--- src/rtl/lockin_mixer_accum.sv ---
// Square-wave lock-in: per-channel +/-1 mixing of a shared sample, integrate-and-dump over 2^PER_LOG2 periods.
// Latency: last window sample on in_data -> out_valid 2 cycles later; windows run back to back.
// Backpressure: none on input; unaccepted result is overwritten by the next dump and flags sticky overrun.
// Optional LOCKIN_MIXER_INVERT_EN adds invert_in to flip each channel's latched reference sign.
module lockin_mixer_accum #(
    parameter int IN_W     = 12,
    parameter int CNT_W    = 5,
    parameter int NUM_CH   = 2,
    parameter int PER_LOG2 = 1,
    localparam int OUT_W   = IN_W + 1 + CNT_W + 1 + PER_LOG2
) (
    input  logic                      clk64,
    input  logic                      reset_n,
    input  logic                      enable,
    input  logic [IN_W-1:0]           in_data,
    input  logic                      sign_in,
    input  logic [CNT_W-1:0]          counter_in,
    input  logic [NUM_CH*CNT_W-1:0]   phase_in,
`ifdef LOCKIN_MIXER_INVERT_EN
    input  logic [NUM_CH-1:0]         invert_in,
`endif
    output logic [NUM_CH*OUT_W-1:0]   out_data,
    output logic                      out_valid,
    input  logic                      out_ready,
    output logic                      overrun,
    input  logic                      overrun_clr
);

    localparam int SCNT_W = CNT_W + 1 + PER_LOG2;

    typedef enum logic [1:0] {IDLE, ARM, RUN} state_t;

    state_t                   state;
    logic [SCNT_W-1:0]        scnt;
    logic [NUM_CH-1:0]        sign_reg;
    logic [CNT_W-1:0]         phase_reg [NUM_CH];
    logic signed [IN_W:0]     mix [NUM_CH];
    logic                     mix_vld;
    logic signed [OUT_W-1:0]  acc [NUM_CH];
    logic signed [OUT_W-1:0]  sum [NUM_CH];
    logic [NUM_CH-1:0]        inv;
    logic signed [IN_W:0]     din_ext;
    logic                     dump;
    logic                     accept;

`ifdef LOCKIN_MIXER_INVERT_EN
    assign inv = invert_in;
`else
    assign inv = '0;
`endif

    assign din_ext = $signed({in_data[IN_W-1], in_data});
    assign dump    = (state == RUN) && mix_vld && (scnt == '1);
    assign accept  = out_valid && out_ready;

    always_comb begin
        for (int ch = 0; ch < NUM_CH; ch++) begin
            sum[ch] = acc[ch] + {{(OUT_W-IN_W-1){mix[ch][IN_W]}}, mix[ch]};
        end
    end

    always_ff @(posedge clk64 or negedge reset_n) begin
        if (!reset_n) begin
            state <= IDLE;
        end else begin
            case (state)
                IDLE:    if (enable) state <= ARM;
                ARM:     if (!enable) state <= IDLE;
                         else if (counter_in == '0) state <= RUN;
                RUN:     if (!enable) state <= IDLE;
                default: state <= IDLE;
            endcase
        end
    end

    always_ff @(posedge clk64 or negedge reset_n) begin
        if (!reset_n) begin
            sign_reg  <= '1;
            mix_vld   <= 1'b0;
            scnt      <= '0;
            out_data  <= '0;
            out_valid <= 1'b0;
            overrun   <= 1'b0;
            for (int ch = 0; ch < NUM_CH; ch++) begin
                phase_reg[ch] <= '0;
                mix[ch]       <= '0;
                acc[ch]       <= '0;
            end
        end else begin
            mix_vld <= (state == RUN);
            for (int ch = 0; ch < NUM_CH; ch++) begin
                if (counter_in == phase_reg[ch])
                    sign_reg[ch] <= sign_in ^ inv[ch];
                mix[ch] <= sign_reg[ch] ? din_ext : -din_ext;
                // Phases only move at window edges so every window sees one reference alignment.
                if (state == ARM || dump)
                    phase_reg[ch] <= phase_in[ch*CNT_W +: CNT_W];
                if (state != RUN)
                    acc[ch] <= '0;
                else if (mix_vld)
                    acc[ch] <= dump ? '0 : sum[ch];
                if (dump)
                    out_data[ch*OUT_W +: OUT_W] <= sum[ch];
            end

            if (state != RUN)
                scnt <= '0;
            else if (mix_vld)
                scnt <= scnt + 1'b1;

            if (dump)
                out_valid <= 1'b1;
            else if (accept)
                out_valid <= 1'b0;

            if (dump && out_valid && !out_ready)
                overrun <= 1'b1;
            else if (overrun_clr)
                overrun <= 1'b0;
        end
    end

endmodule

--- config.mk ---
export PLATFORM = sky130hd
export DESIGN_NAME = lockin_mixer_accum
export DESIGN_NICKNAME = d
export VERILOG_FILES = /design/src/rtl/lockin_mixer_accum.sv
export SDC_FILE = /design/constraint.sdc
export NUM_CORES = 1
export LEC_CHECK = 0
export ABC_AREA = 1
export CORE_UTILIZATION = 30
export DETAILED_ROUTE_END_ITERATION = 8
export GPL_TIMING_DRIVEN = 0
export PLACE_DENSITY = 0.59
export RECOVER_POWER = 100
export SYNTH_ARGS = -nofsm -noshare
export SYNTH_HDL_FRONTEND = slang
export SYNTH_SLANG_ARGS = --single-unit
--- constraint.sdc ---
create_clock -name clk64 -period 3.2 [get_ports clk64]
set_clock_uncertainty 0.1 [all_clocks]
set_input_delay 0.32 -clock clk64 [delete_from_list [all_inputs] [get_ports clk64]]
set_output_delay 0.32 -clock clk64 [all_outputs]
set_load 0.05 [all_outputs]
### After elaboration in Yosys (flattened, before gate mapping)

Index checks and enable logic that the tools add are counted.

| word-level totals | value |
|---|---|
| output and inout bits | 42 |
| input bits | 33 |
| register bits after elaboration | 130 |
| word-level logic and storage cells | 59 |

| cells by class | value |
|---|---|
| multiplexer cells | 19 |
| $add $sub $neg | 4 |
| eq/ne operators | 9 |
| reductions and logical operators | 13 |

Operators by type and width:

| operator | number |
|---|---|
| 20-bit 2-to-1 mux | 6 |
| 20-bit adder | 2 |
| 13-bit 2-to-1 mux | 2 |
| 7-bit 2-to-1 mux | 2 |
| 12-bit negation with 13-bit output | 1 |
| 5-bit == test | 2 |
| 2-bit 2-to-1 mux | 4 |
| 7-bit by 1-bit adder with 7-bit output (second input constant) | 1 |
| 7-bit == test (second input constant) | 1 |
| 2-bit != test (second input constant) | 3 |
| 2-bit case mux with 3 select lines | 1 |
| 2-bit nonzero test | 3 |
| 1-bit logical AND | 5 |
| 5-bit logical NOT | 1 |
| 1-bit 2-to-1 mux | 4 |
| 3-bit != test (second input constant) | 1 |
| 3-bit AND reduction | 1 |
| 2-bit by 1-bit == test with 1-bit output (second input constant) | 1 |
| 2-bit == test (second input constant) | 1 |
| 2-bit logical NOT | 1 |
| 1-bit logical NOT | 1 |
| 1-bit logical OR | 1 |

### Longest topological paths before layout

| depth | value |
|---|---|
| depth in word-level cells | 6 |
| gate-level depth with buffers | 13 |
| mapped depth without buffers | 13 |

### Worst setup path after synthesis

No wires, ideal clock.

| timing path | value |
|---|---|
| path kind | reg2reg |
| from | register mix[0] (netlist name) |
| to | register out_data[32] |
| data arrival time | 1.635 ns |
| path buffers | 0 |
| library setup time | 0.118 ns |
| path slack | 1.347 ns |
| stages on the path, launching flop included | 14 |
| required time | 2.982 ns |
| clock period less this slack | 1.853 ns |
| cell sequence | dfrtp_1 ha_1 inv_1 fa_1 inv_1 nand3_1 nand3_1 nand2_1 nand2_1 nand2_1 nand2_1 nand2_1 nand3_1 nand2_1 |

| on the way | value |
|---|---|
| word-level cells in the longest chain between the ends | 1 |

Ends and longest elaborated chain:

| item | line | text |
|---|---|---|
| from (decl) | 37 | `logic signed [IN_W:0] mix [NUM_CH];` |
| from (signal, indexed assignment) | 94 | `mix[ch] <= sign_reg[ch] ? din_ext : -din_ext;` |
| 20-bit adder | 58 | `sum[ch] = acc[ch] + {{(OUT_W-IN_W-1){mix[ch][IN_W]}}, mix[ch]};` |
| to (signal, indexed assignment) | 103 | `out_data[ch*OUT_W +: OUT_W] <= sum[ch];` |
| to (decl) | 22 | `output logic [NUM_CH*OUT_W-1:0] out_data,` |

No other way between the ends.
A chain may end at the register's enable or synchronous reset.

### Worst setup path in the final report

| timing path | value |
|---|---|
| from | register state[0] |
| to | register acc[30] (netlist name) |

| on the way | value |
|---|---|
| word-level cells in the longest chain between the ends | 6 |
| elaborated cells between the ends (all ways) | 8 |
| those cells by class | eq/ne: 2; mux: 3; reduce/logical: 3 |

Ends and longest elaborated chain:

| item | line | text |
|---|---|---|
| from (decl) | 33 | `state_t state;` |
| from (signal assigned) | 64 | `state <= IDLE;` |
| from (signal assigned) | 67 | `IDLE: if (enable) state <= ARM;` |
| from (signal assigned) | 68 | `ARM: if (!enable) state <= IDLE;` |
| 2-bit == test | 53 | `assign dump = (state == RUN) && mix_vld && (scnt == '1);` |
| 1-bit logical AND (2 in a row) | 53 |  |
| 20-bit 2-to-1 mux | 101 | `acc[ch] <= dump ? '0 : sum[ch];` |
| 20-bit 2-to-1 mux | 100 | `else if (mix_vld)` |
| 20-bit 2-to-1 mux | 98 | `if (state != RUN)` |
| to (signal, indexed assignment) | 101 |  |
| to (decl) | 39 | `logic signed [OUT_W-1:0] acc [NUM_CH];` |

Several ways; a longest one is shown, not always the timed one. The select of a mux whose other input is x is not followed.

==> results.cfg <==
[cts]
clkTransAtPathRegs_ps = 70
cts.sinks = 129
cts_tree = done
clock_tree.buffer_depth = 2
clockRootBuffer = clkbuf_16
insertion_delay_ps = 430
h-tree-depth = 4
ctsResizeCount = 0
cts_made_buffers = 17

[critical_path]
r2r-end = acc[30]$_DFFE_PN0P_
critPathKind = reg2reg
rr_worst_depth = 8
crit_path_start_kind = flip-flop
reg2reg_slack_ps = 680
endpoint_kind = flip-flop
crit_chain = nor2_1 > inv_1 > nor2_4 > nand2_1 > inv_1 > clkbuf_1 > nand3b_1 > nand2_1
worst_ep_required_time_ps = 3460
path_max_fanout = 10
cpMaxStageDelayCell = clkbuf_1
critPathArrivalTime_ps = 2780
worstPathBufferInverterCount = 3
slowest_delay_ps = 590
critPathTopFamily = buffers and inverters
r2r-start = state[0]$_DFFE_PN0P_

[synthesis]
yosysMostFrequentCell = nand2_1
synth-async-reset-ratio_pct = 100.0
synth-xor-area-share_pct = 2.668
synthSimpleGateAreaFrac_pct = 32.43
syn_area_per_cell_um2 = 7.439
synth_seq_cells = 129
syn-num-nets = 1090
muxShareOfSynthArea_pct = 0
ys_types = 32
synth-adder-area-share_pct = 7.158
synth_compound_area_share_pct = 7.606
synthCells = 1015
synth_common_cells = 378 x nand2_1, 127 x dfrtp_1, 106 x inv_1
synth_top_family_by_area = simple AND/OR/NAND/NOR gates
synth_top_area_share_pct = 42.09
synth_area_leaders = dfrtp_1 42%, nand2_1 19%, ha_1 6.6%
synth_area_mm2 = 0.007551
synthFlopType = dfrtp_1
synth_edf_count = 0
ys_seq_area_share_pct = 42.78
yosys_warnings = 0
synth_top_area_cell = dfrtp_1

[drt]
wl_per_cell_um = 13.57
dr.first_iter.drc_count = 319
vias_per_cell = 4.641
ant_nets = 0
routed_wl_um = 19640
firstDrtPassIters = 4
drc_errors = 0
num_vias = 6716

[min_path]
holdPathStages = 3
hp-class = in2reg
hold_start = phase_in[2]
min_to = phase_reg[7]$_DFFE_PN0P_

[cells_and_area]
filler_cell_count = 2610
n_antenna_cell = 0
drive_gt1_share_pct = 3.918
area_growth_pct = 22.50
reg_top3 = acc (40), out_data (40), mix (25)
nets = 1185

[global_routing]
met2_usage_pct = 25.95
grt_antenna_before_repair = 0
grt_pass1_wl_um = 32950
grt-ovfl-total = 0
grt_max_degree = 96
grt_use_met3_pct = 2.634
busiest_layer = met2
grt_util_all_layers_pct = 16.21
grt_util_met1_pct = 21.70
grt_pass1_vias = 6569

[run_status]
status = complete, but fails checks
violations = capacitance limit, slew limit

[sta]
worst_slack_ps = 681.3
fin_tns_setup_ps = 0
min_period_over_period_pct = 78.71
grt_setup_unrepaired = no
period_minus_slack_ps = 2519
maxSlewViolCount = 35
finalSetupViolations = 0
maxSlewHeadroom_pct = -30.13
final_hold_viol_count = 0
fmax_mhz = 397.0
worst_pin_slew_ps = 1952

[floorplan]
die_y_um = 160.7
dieArea_mm2 = 0.02581
ios = 75
die_w_um = 160.7
start_util_pct = 30.78
rows = 57
core-area_mm2 = 0.02453

[power_and_ir_drop]
vdd_drop_max_mv = 0.3755
power_density_mw_per_mm2 = 551.9
post-layout-total-power_uw = 5105
leakage_uw = 0.004910

[placement]
gp_congestion = 0.8995
dp_slack_ps = 943.6
portBuffers = 74
place_hpwl_um = 15080

[job]
drv_cap = 1
-- where the power goes --
group | internal [uW] | switching (uW) | leakage [uW]
Clock | 1110 | 861 | 0.000295
Combinational | 429 | 782 | 0.00289
Sequential | 1790 | 128 | 0.00172
Total | 3330 | 1770 | 0.00491
-- worst max path at each step --
stage	startpoint	to	depth (start not counted)
after floorplan	mix[0]$_DFF_PN0_	out_data[32]$_DFFE_PN0P_	13
after global placement	reset_n	phase_reg[8]$_DFFE_PN0P_	1
after detailed placement	in_data[0]	mix[23]$_DFF_PN0_	11
after CTS	mix[0]$_DFF_PN0_	out_data[12]$_DFFE_PN0P_	13
after global routing	scnt[0]$_DFFE_PN0P_	out_data[32]$_DFFE_PN0P_	10
final	state[0]$_DFFE_PN0P_	acc[30]$_DFFE_PN0P_	8
-- layer usage --
layer  up-vias  part of all wire (%)
li1       3460                     -
met4         0                   2.4
met5         -                     0
met1      3113                    48
met2       114                    46
met3        29                   2.9
-- cells in the final DEF, fill, tap and decap left out, drive strengths merged --
cell	count
or2	1
nand3b	22
a21oi	34
nand2	379
nand3	88
nor2	69
xor2	12
a22o	3
clkdlybuf4s50	29
inv	122
dfstp	2
ha	40
fa	2
clkinv	3
clkbuf	34
and2	6
nor4	4
o22ai	3
dlygate4sd3	45
o21bai	4
buf	6
a211oi	1
xnor2	11
dfrtp	127
nand4	4
nor3	7
o21ai	63
bufinv	1
a31oi	1
-- layout make-up --
| type | instances | area, um2 | area share, % |
|---|---|---|---|
| Timing Repair Buffer | 76 | 772.0 | 8.346 |
| Multi-Input combinational cell | 754 | 3740 | 40.43 |
| Tap cell | 324 | 405.4 | 4.383 |
| Sequential cell | 129 | 3231 | 34.92 |
| Clock buffer | 17 | 425.4 | 4.599 |
| Buffer | 21 | 100.1 | 1.082 |
| Inverter | 111 | 416.7 | 4.504 |
| Clock inverter | 15 | 160.2 | 1.731 |
-- what timing repair did --
item,in CTS,in global routing
hold endpoints to repair,34,0
buffers inserted,0,0
hold buffers,1,0
-- worst register-to-register path, cell delays in order (launching register included) --
cell and delay, ps:
dfrtp_1 410, nor2_1 230, inv_1 180, nor2_4 150, nand2_1 130, inv_1 410
clkbuf_1 590, nand3b_1 160, nand2_1 90
-- kinds of logic (layout without fill, tap and decap cells) --
logic type	Yosys count	after routing
AND/OR/NAND/NOR	580	580
buffers and inverters	132	240
flip-flops	129	129
AO/OA/AOI/OAI	109	109
adder cells (fa/ha/maj)	42	42
XOR/XNOR	23	23
-- through the flow --
step           instance area [um2]  util [%]  hold WS [ps]  std cells
6_report                      9250     37.70         315.2       1447
5_1_grt                       9250     37.70         315.9       1447
4_1_cts                       9321     37.99         255.4       1447
3_5_place_dp                  8726     35.57         138.4       1414
3_3_place_gp                  8697     35.45         334.5       1413
2_1_floorplan                 7551         -        -75.59       1015
No activity file was read; power rests on OpenSTA's default activity.
